$ cat src/rtl/wfi_ctrl_if.sv
// Signal bundle between the retire stage / interrupt sources and the WFI controller.
// The master side drives the WFI request and interrupt lines; the controller is the slave.
interface wfi_ctrl_if #(
    parameter int NUM_IRQ   = 8,
    parameter int TIMEOUT_W = 16,
    parameter int ID_W      = $clog2(NUM_IRQ)
);
    logic                 trigger;
    logic [NUM_IRQ-1:0]   irq;
    logic [NUM_IRQ-1:0]   irq_en;
    logic [NUM_IRQ-1:0]   edge_mode;
    logic [NUM_IRQ-1:0]   pending_clr;
    logic [TIMEOUT_W-1:0] timeout;
    logic                 halt;
    logic                 wake;
    logic [ID_W-1:0]      wake_id;
    logic                 wake_timeout;
    logic [NUM_IRQ-1:0]   pending;

    modport master (
        output trigger, irq, irq_en, edge_mode, pending_clr, timeout,
        input  halt, wake, wake_id, wake_timeout, pending
    );

    modport slave (
        input  trigger, irq, irq_en, edge_mode, pending_clr, timeout,
        output halt, wake, wake_id, wake_timeout, pending
    );
endinterface

$ cat src/rtl/wfi_ctrl.sv
// Multi-source wait-for-interrupt controller: stalls the pipeline after a WFI retires
// until an enabled interrupt is pending or the optional cycle timeout expires.
module wfi_ctrl #(
    parameter int NUM_IRQ   = 8,
    parameter int TIMEOUT_W = 16,
    parameter int ID_W      = $clog2(NUM_IRQ)
) (
    input  logic       clk,
    input  logic       reset,
    wfi_ctrl_if.slave  bus
);

    typedef enum logic [1:0] {
        RUN  = 2'b00,
        HALT = 2'b01,
        WAKE = 2'b10
    } state_e;

    state_e               state_q, state_d;
    logic [NUM_IRQ-1:0]   irq_q, irq_d;
    logic [NUM_IRQ-1:0]   pending_q, pending_d;
    logic [TIMEOUT_W-1:0] cnt_q, cnt_d;
    logic [ID_W-1:0]      wake_id_q, wake_id_d;
    logic                 wake_timeout_q, wake_timeout_d;

    logic [NUM_IRQ-1:0]   masked;
    logic                 wake_req;
    logic [ID_W-1:0]      win_id;
    logic                 timeout_hit;

    // Edge-mode bits latch rising edges (a new edge beats a same-cycle clear); level bits follow irq.
    always_comb begin
        irq_d     = bus.irq;
        pending_d = pending_q;
        for (int i = 0; i < NUM_IRQ; i++) begin
            if (bus.edge_mode[i]) begin
                if (bus.irq[i] && !irq_q[i]) begin
                    pending_d[i] = 1'b1;
                end else if (bus.pending_clr[i]) begin
                    pending_d[i] = 1'b0;
                end
            end else begin
                pending_d[i] = bus.irq[i];
            end
        end
    end

    // Lowest-index enabled pending source wins.
    always_comb begin
        masked   = pending_q & bus.irq_en;
        wake_req = |masked;
        win_id   = '0;
        for (int i = NUM_IRQ - 1; i >= 0; i--) begin
            if (masked[i]) begin
                win_id = ID_W'(i);
            end
        end
    end

    assign timeout_hit = (bus.timeout != '0) && (cnt_q == bus.timeout - TIMEOUT_W'(1));

    always_comb begin
        state_d        = state_q;
        cnt_d          = cnt_q;
        wake_id_d      = wake_id_q;
        wake_timeout_d = wake_timeout_q;
        case (state_q)
            RUN: begin
                if (bus.trigger) begin
                    if (wake_req) begin
                        state_d        = WAKE;
                        wake_id_d      = win_id;
                        wake_timeout_d = 1'b0;
                    end else begin
                        state_d = HALT;
                        cnt_d   = '0;
                    end
                end
            end
            HALT: begin
                if (wake_req) begin
                    state_d        = WAKE;
                    wake_id_d      = win_id;
                    wake_timeout_d = 1'b0;
                end else if (timeout_hit) begin
                    state_d        = WAKE;
                    wake_id_d      = '0;
                    wake_timeout_d = 1'b1;
                end else if (cnt_q != '1) begin
                    cnt_d = cnt_q + TIMEOUT_W'(1);
                end
            end
            WAKE: begin
                state_d = RUN;
            end
            default: begin
                state_d = RUN;
            end
        endcase
    end

    always_ff @(posedge clk) begin
        if (reset) begin
            state_q        <= RUN;
            irq_q          <= '0;
            pending_q      <= '0;
            cnt_q          <= '0;
            wake_id_q      <= '0;
            wake_timeout_q <= 1'b0;
        end else begin
            state_q        <= state_d;
            irq_q          <= irq_d;
            pending_q      <= pending_d;
            cnt_q          <= cnt_d;
            wake_id_q      <= wake_id_d;
            wake_timeout_q <= wake_timeout_d;
        end
    end

    assign bus.halt         = (state_q == HALT);
    assign bus.wake         = (state_q == WAKE);
    assign bus.wake_id      = wake_id_q;
    assign bus.wake_timeout = wake_timeout_q;
    assign bus.pending      = pending_q;

endmodule
$ cat src/flat_wrapper.sv
// flat-port wrapper written by rule: the top's interface ports become plain ports
module wfi_ctrl_flat 
#(
    parameter int NUM_IRQ   = 8,
    parameter int TIMEOUT_W = 16,
    parameter int ID_W      = $clog2(NUM_IRQ)
)
  (clk, reset, bus_trigger, bus_irq, bus_irq_en, bus_edge_mode, bus_pending_clr, bus_timeout, bus_halt, bus_wake, bus_wake_id, bus_wake_timeout, bus_pending);
  wfi_ctrl_if #(.NUM_IRQ(NUM_IRQ), .TIMEOUT_W(TIMEOUT_W), .ID_W(ID_W)) bus_i ();
  input  logic clk;
  input  logic reset;
  input wire logic [$bits(bus_i.trigger)-1:0] bus_trigger;
  input wire logic [$bits(bus_i.irq)-1:0] bus_irq;
  input wire logic [$bits(bus_i.irq_en)-1:0] bus_irq_en;
  input wire logic [$bits(bus_i.edge_mode)-1:0] bus_edge_mode;
  input wire logic [$bits(bus_i.pending_clr)-1:0] bus_pending_clr;
  input wire logic [$bits(bus_i.timeout)-1:0] bus_timeout;
  output wire logic [$bits(bus_i.halt)-1:0] bus_halt;
  output wire logic [$bits(bus_i.wake)-1:0] bus_wake;
  output wire logic [$bits(bus_i.wake_id)-1:0] bus_wake_id;
  output wire logic [$bits(bus_i.wake_timeout)-1:0] bus_wake_timeout;
  output wire logic [$bits(bus_i.pending)-1:0] bus_pending;
  assign bus_i.trigger = bus_trigger;
  assign bus_i.irq = bus_irq;
  assign bus_i.irq_en = bus_irq_en;
  assign bus_i.edge_mode = bus_edge_mode;
  assign bus_i.pending_clr = bus_pending_clr;
  assign bus_i.timeout = bus_timeout;
  assign bus_halt = bus_i.halt;
  assign bus_wake = bus_i.wake;
  assign bus_wake_id = bus_i.wake_id;
  assign bus_wake_timeout = bus_i.wake_timeout;
  assign bus_pending = bus_i.pending;
  wfi_ctrl #(.NUM_IRQ(NUM_IRQ), .TIMEOUT_W(TIMEOUT_W), .ID_W(ID_W)) u_core (.clk(clk), .reset(reset), .bus(bus_i));
endmodule
$ cat config.mk
export PLATFORM = sky130hd
export DESIGN_NAME = wfi_ctrl_flat
export DESIGN_NICKNAME = d
export VERILOG_FILES = /design/src/rtl/wfi_ctrl_if.sv /design/src/rtl/wfi_ctrl.sv /design/src/flat_wrapper.sv
export SDC_FILE = /design/constraint.sdc
export NUM_CORES = 1
export LEC_CHECK = 0
export ABC_AREA = 1
export BUFFER_PORTS_ARGS = -buffer_cell sky130_fd_sc_hd__buf_4
export CAP_MARGIN = 20
export CORE_MARGIN = 5
export CORE_UTILIZATION = 25
export DETAILED_ROUTE_END_ITERATION = 6
export PLACE_DENSITY = 0.47
export SYNTH_ARGS = -nofsm -noshare
export SYNTH_HDL_FRONTEND = slang
export SYNTH_SLANG_ARGS = --single-unit
$ cat constraint.sdc
create_clock -name clk -period 4.48 [get_ports clk]
set_input_delay 0.224 -clock clk [delete_from_list [all_inputs] [get_ports clk]]
set_output_delay 0.224 -clock clk [all_outputs]
set_load 0.01 [all_outputs]
==> results.yml <==
synth:
  yosys.area.top_type: "dfxtp_1"
  yosysSeqAreaShare: 0.290
  avgSynthCellArea_um2: 6.16
  synth_seq_cells: 38
  synthArstFlopShare: 0
  synthFlopType: "dfxtp_1"
  yosysWarnings: 0
  synth-edff-count: 0
  synth.top_cell.area_share: 0.290
  ys_types: 38
  synth_area_leaders: "dfxtp_1 (29%), nand2_1 (18%), nor2_1 (9.4%)"
  synth_area_mm2: 0.00262
  synth_cells: 426
  syn-num-nets: 480
routing:
  drt_pass1_iterations: 4
  drc: 0
  drt-vias-per-instance: 4.38
  wl_per_cell_um: 11.8
  num_vias: 2729
  drt_iter0_markers: 176
  antenna_left: 0
  finalWirelength_um: 7370
floorplan:
  num_rows: 37
  io_pins: 65
  dieArea_mm2: 0.0126
  dieHeight_um: 112
  die_w_um: 112
  start_util: 0.255
  coreArea_mm2: 0.0103
run:
  drv_cap: 0
worst_setup_path:
  critical-path-top-delay-family: "simple AND/OR/NAND/NOR gates"
  path_class: "reg2reg"
  reg2reg_slack_ns: 2.30
  reg2regPathDepth: 11
  worstPathCellList: "inv_1 > nor2_1 > inv_1 > nor2_1 > inv_1 > a41oi_1 > o21ai_4 > nand2_4 > nand3_1 > nand2_1 > nor2_1"
  crit_required_ns: 4.67
  crit_arrival_ns: 2.37
  critPathBufInv: 3
  cp_slowest_stage_delay_ns: 0.36
  endpoint_kind: "flop"
  r2r_end: "u_core.cnt_q[7]"
  reg2reg_from: "u_core.state_q[0]"
  cp-start-kind: "flop"
  slowest_stage: "dfxtp_1"
  worst-path-max-fanout: 19
timing:
  rsz0062_at_grt: "no"
  drv_slew: 0
  hold_viol: 0
  fin_tns_setup_ns: 0
  holdWs_ns: 0.158
  fmax_mhz: 459
  fin_worst_skew_ns: 0.00970
  slew_headroom: 0.693
  period_minus_slack_ns: 2.18
  setup_violations: 0
  tightest_slew_ns: 0.460
  fin_crit_sh: 0.486
clock_tree:
  cts_tree: "yes"
  cts_setup_buffers: 0
  cts-htree-levels: 2
  root_buffer: "clkbuf_8"
  postCtsResizedCells: 0
  clock_tree.buffer_depth: 2
  cts_buffers: 5
  clock_sinks: 38
  hold_buffers: 0
  clk_pin_slew_ns: 0.08
  clock_latency_ns: 0.29
power_and_ir_drop:
  swShare: 0.290
  power_leakage_nw: 1.51
  power.internal_w: 0.000551
  switching_power_w: 0.000225
  power_frac_comb: 0.213
  ir_drop_mv: 0.141
  p_seq_frac: 0.470
  clkPwrFrac: 0.317
  powerDensity_mw_per_mm2: 235
global_routing:
  grt_pass1_wl_um: 12800
  overflow: 0
  antenna_found_initial: 0
  grt_usage: 0.121
  grt_pass1_vias: 2751
  grt_max_degree: 34
final_layout:
  multi_input_area_mm2: 0.00161
  synthToLayoutAreaGrowth_pct: 26.0
  drive_gt1_frac: 0.179
  antenna_cells: 0
  seqCellArea_um2: 761
  nets: 540
  n_fill_cell: 1165
min_path:
  hold_end: "u_core.irq_q[5]"
  hold_depth: 3
  worstHoldStart: "bus_irq[5]"
  hp-class: "in2reg"
run_status:
  status: "complete, no violations"
place:
  gp_congestion: 0.862
  dp_hpwl_um: 5940
  io_buffer_count: 64
[through the flow]
| step | instance area, um2 | utilization | power [W] | std cells | worst slack [ns] |
|---|---|---|---|---|---|
| final | 3310 | 0.322 | 0.000776 | 623 | 2.30 |
| after global routing | 3310 | 0.322 | 0.000829 | 623 | 1.98 |
| after CTS | 3310 | 0.322 | 0.000789 | 623 | 2.27 |
| after detailed placement | 3210 | 0.313 | 0.000540 | 615 | 2.05 |
| after global placement | 3210 | 0.313 | 0.000538 | 615 | 2.08 |
| after floorplan | 2620 | - | 0.000463 | 426 | 2.59 |
[how the worst max path moves through the flow]
stage,startpoint,to,slack (ns),depth (start not counted)
after detailed placement,bus_timeout[0],u_core.cnt_q[2],2.05,14
after CTS,u_core.state_q[0],u_core.cnt_q[9],2.27,10
after global placement,bus_timeout[0],u_core.cnt_q[7],2.08,14
after global routing,u_core.cnt_q[3],u_core.cnt_q[2],1.98,13
after floorplan,bus_timeout[0],u_core.cnt_q[10],2.59,14
final,u_core.state_q[0],u_core.cnt_q[7],2.30,11
[worst register-to-register path, stage by stage (launching register included)]
cell	delay (ns)
dfxtp_1	0.36
inv_1	0.06
nor2_1	0.19
inv_1	0.24
nor2_1	0.22
inv_1	0.10
a41oi_1	0.26
o21ai_4	0.20
nand2_4	0.23
nand3_1	0.10
nand2_1	0.08
nor2_1	0.04
[synth_stat cells, types with 2 or more instances]
cell and count:
nand2_1 126, xnor2_1 3, inv_1 50, ha_1 3, nand3_2 2, dfxtp_1 38
nor2_1 66, nor3_1 5, nand3b_1 11, clkbuf_1 4, nor2_4 3, a21oi_1 18
nand3_1 33, o21ai_0 13, inv_2 2, buf_2 4, xor2_1 18, nand4_1 3
nor4_1 3, buf_6 2, nor2_2 2
[registers in the layout, summed over array words and instances, names as in the netlist]
register	count
u_core.irq_q	8
u_core.bus.wake_timeout	1
u_core.bus.pending	8
u_core.bus.wake_id	3
u_core.cnt_q	16
u_core.state_q	2
[cell type report]
cell class	count	share of cell area
Multi-Input combinational cell	325	0.485
Inverter	52	0.0590
Clock inverter	2	0.00378
Tap cell	136	0.0515
Clock buffer	6	0.0250
Sequential cell	38	0.230
Timing Repair Buffer	64	0.145
[power by group through the flow]
stage               combinational [W]  sequential (W)  clock [W]
floorplan                   0.0000893        0.000374          0
global placement             0.000166        0.000372          0
detailed placement           0.000167        0.000372          0
CTS                          0.000168        0.000365   0.000257
global route                 0.000189        0.000366   0.000273
finish                       0.000165        0.000365   0.000246
[layer usage]
layer | share of wire | vias to the layer above | track usage
li1 | - | 1451 | -
met1 | 0.48 | 1205 | 0.153
met2 | 0.45 | 64 | 0.204
met3 | 0.057 | 9 | 0.0275
met4 | 0.015 | 0 | 0.0353
met5 | 0 | - | 0
[logic make-up (layout without fill, tap and decap cells)]
family / count (synthesis) / in the layout / share of synthesized area
buffers and inverters: 63 / 124 / 0.0982
DFF: 38 / 38 / 0.290
adders and majority gates: 3 / 3 / 0.0143
xor gates and xnor gates: 21 / 21 / 0.0701
AOI/OAI and AO/OA: 42 / 42 / 0.0954
and+or+nand+nor: 259 / 259 / 0.432
[placed cells by master (no fill, tap or decap), drive strengths merged]
master and instances:
inv 52, a22oi 1, xor2 18, a32oi 1, nand4 3, xnor2 3, nor3 5, buf 64
clkinv 1, or2 2, nand3b 11, nand3 35, nor4 3, a21boi 1, o21bai 2, ha 3
a21o 1, dfxtp 38, and2 1, o21ai 15, nand2 128, a41oi 1, clkbuf 6, a31oi 1
nor2 71, clkinvlp 1, a21oi 19
No activity file was read; power rests on OpenSTA's default activity.
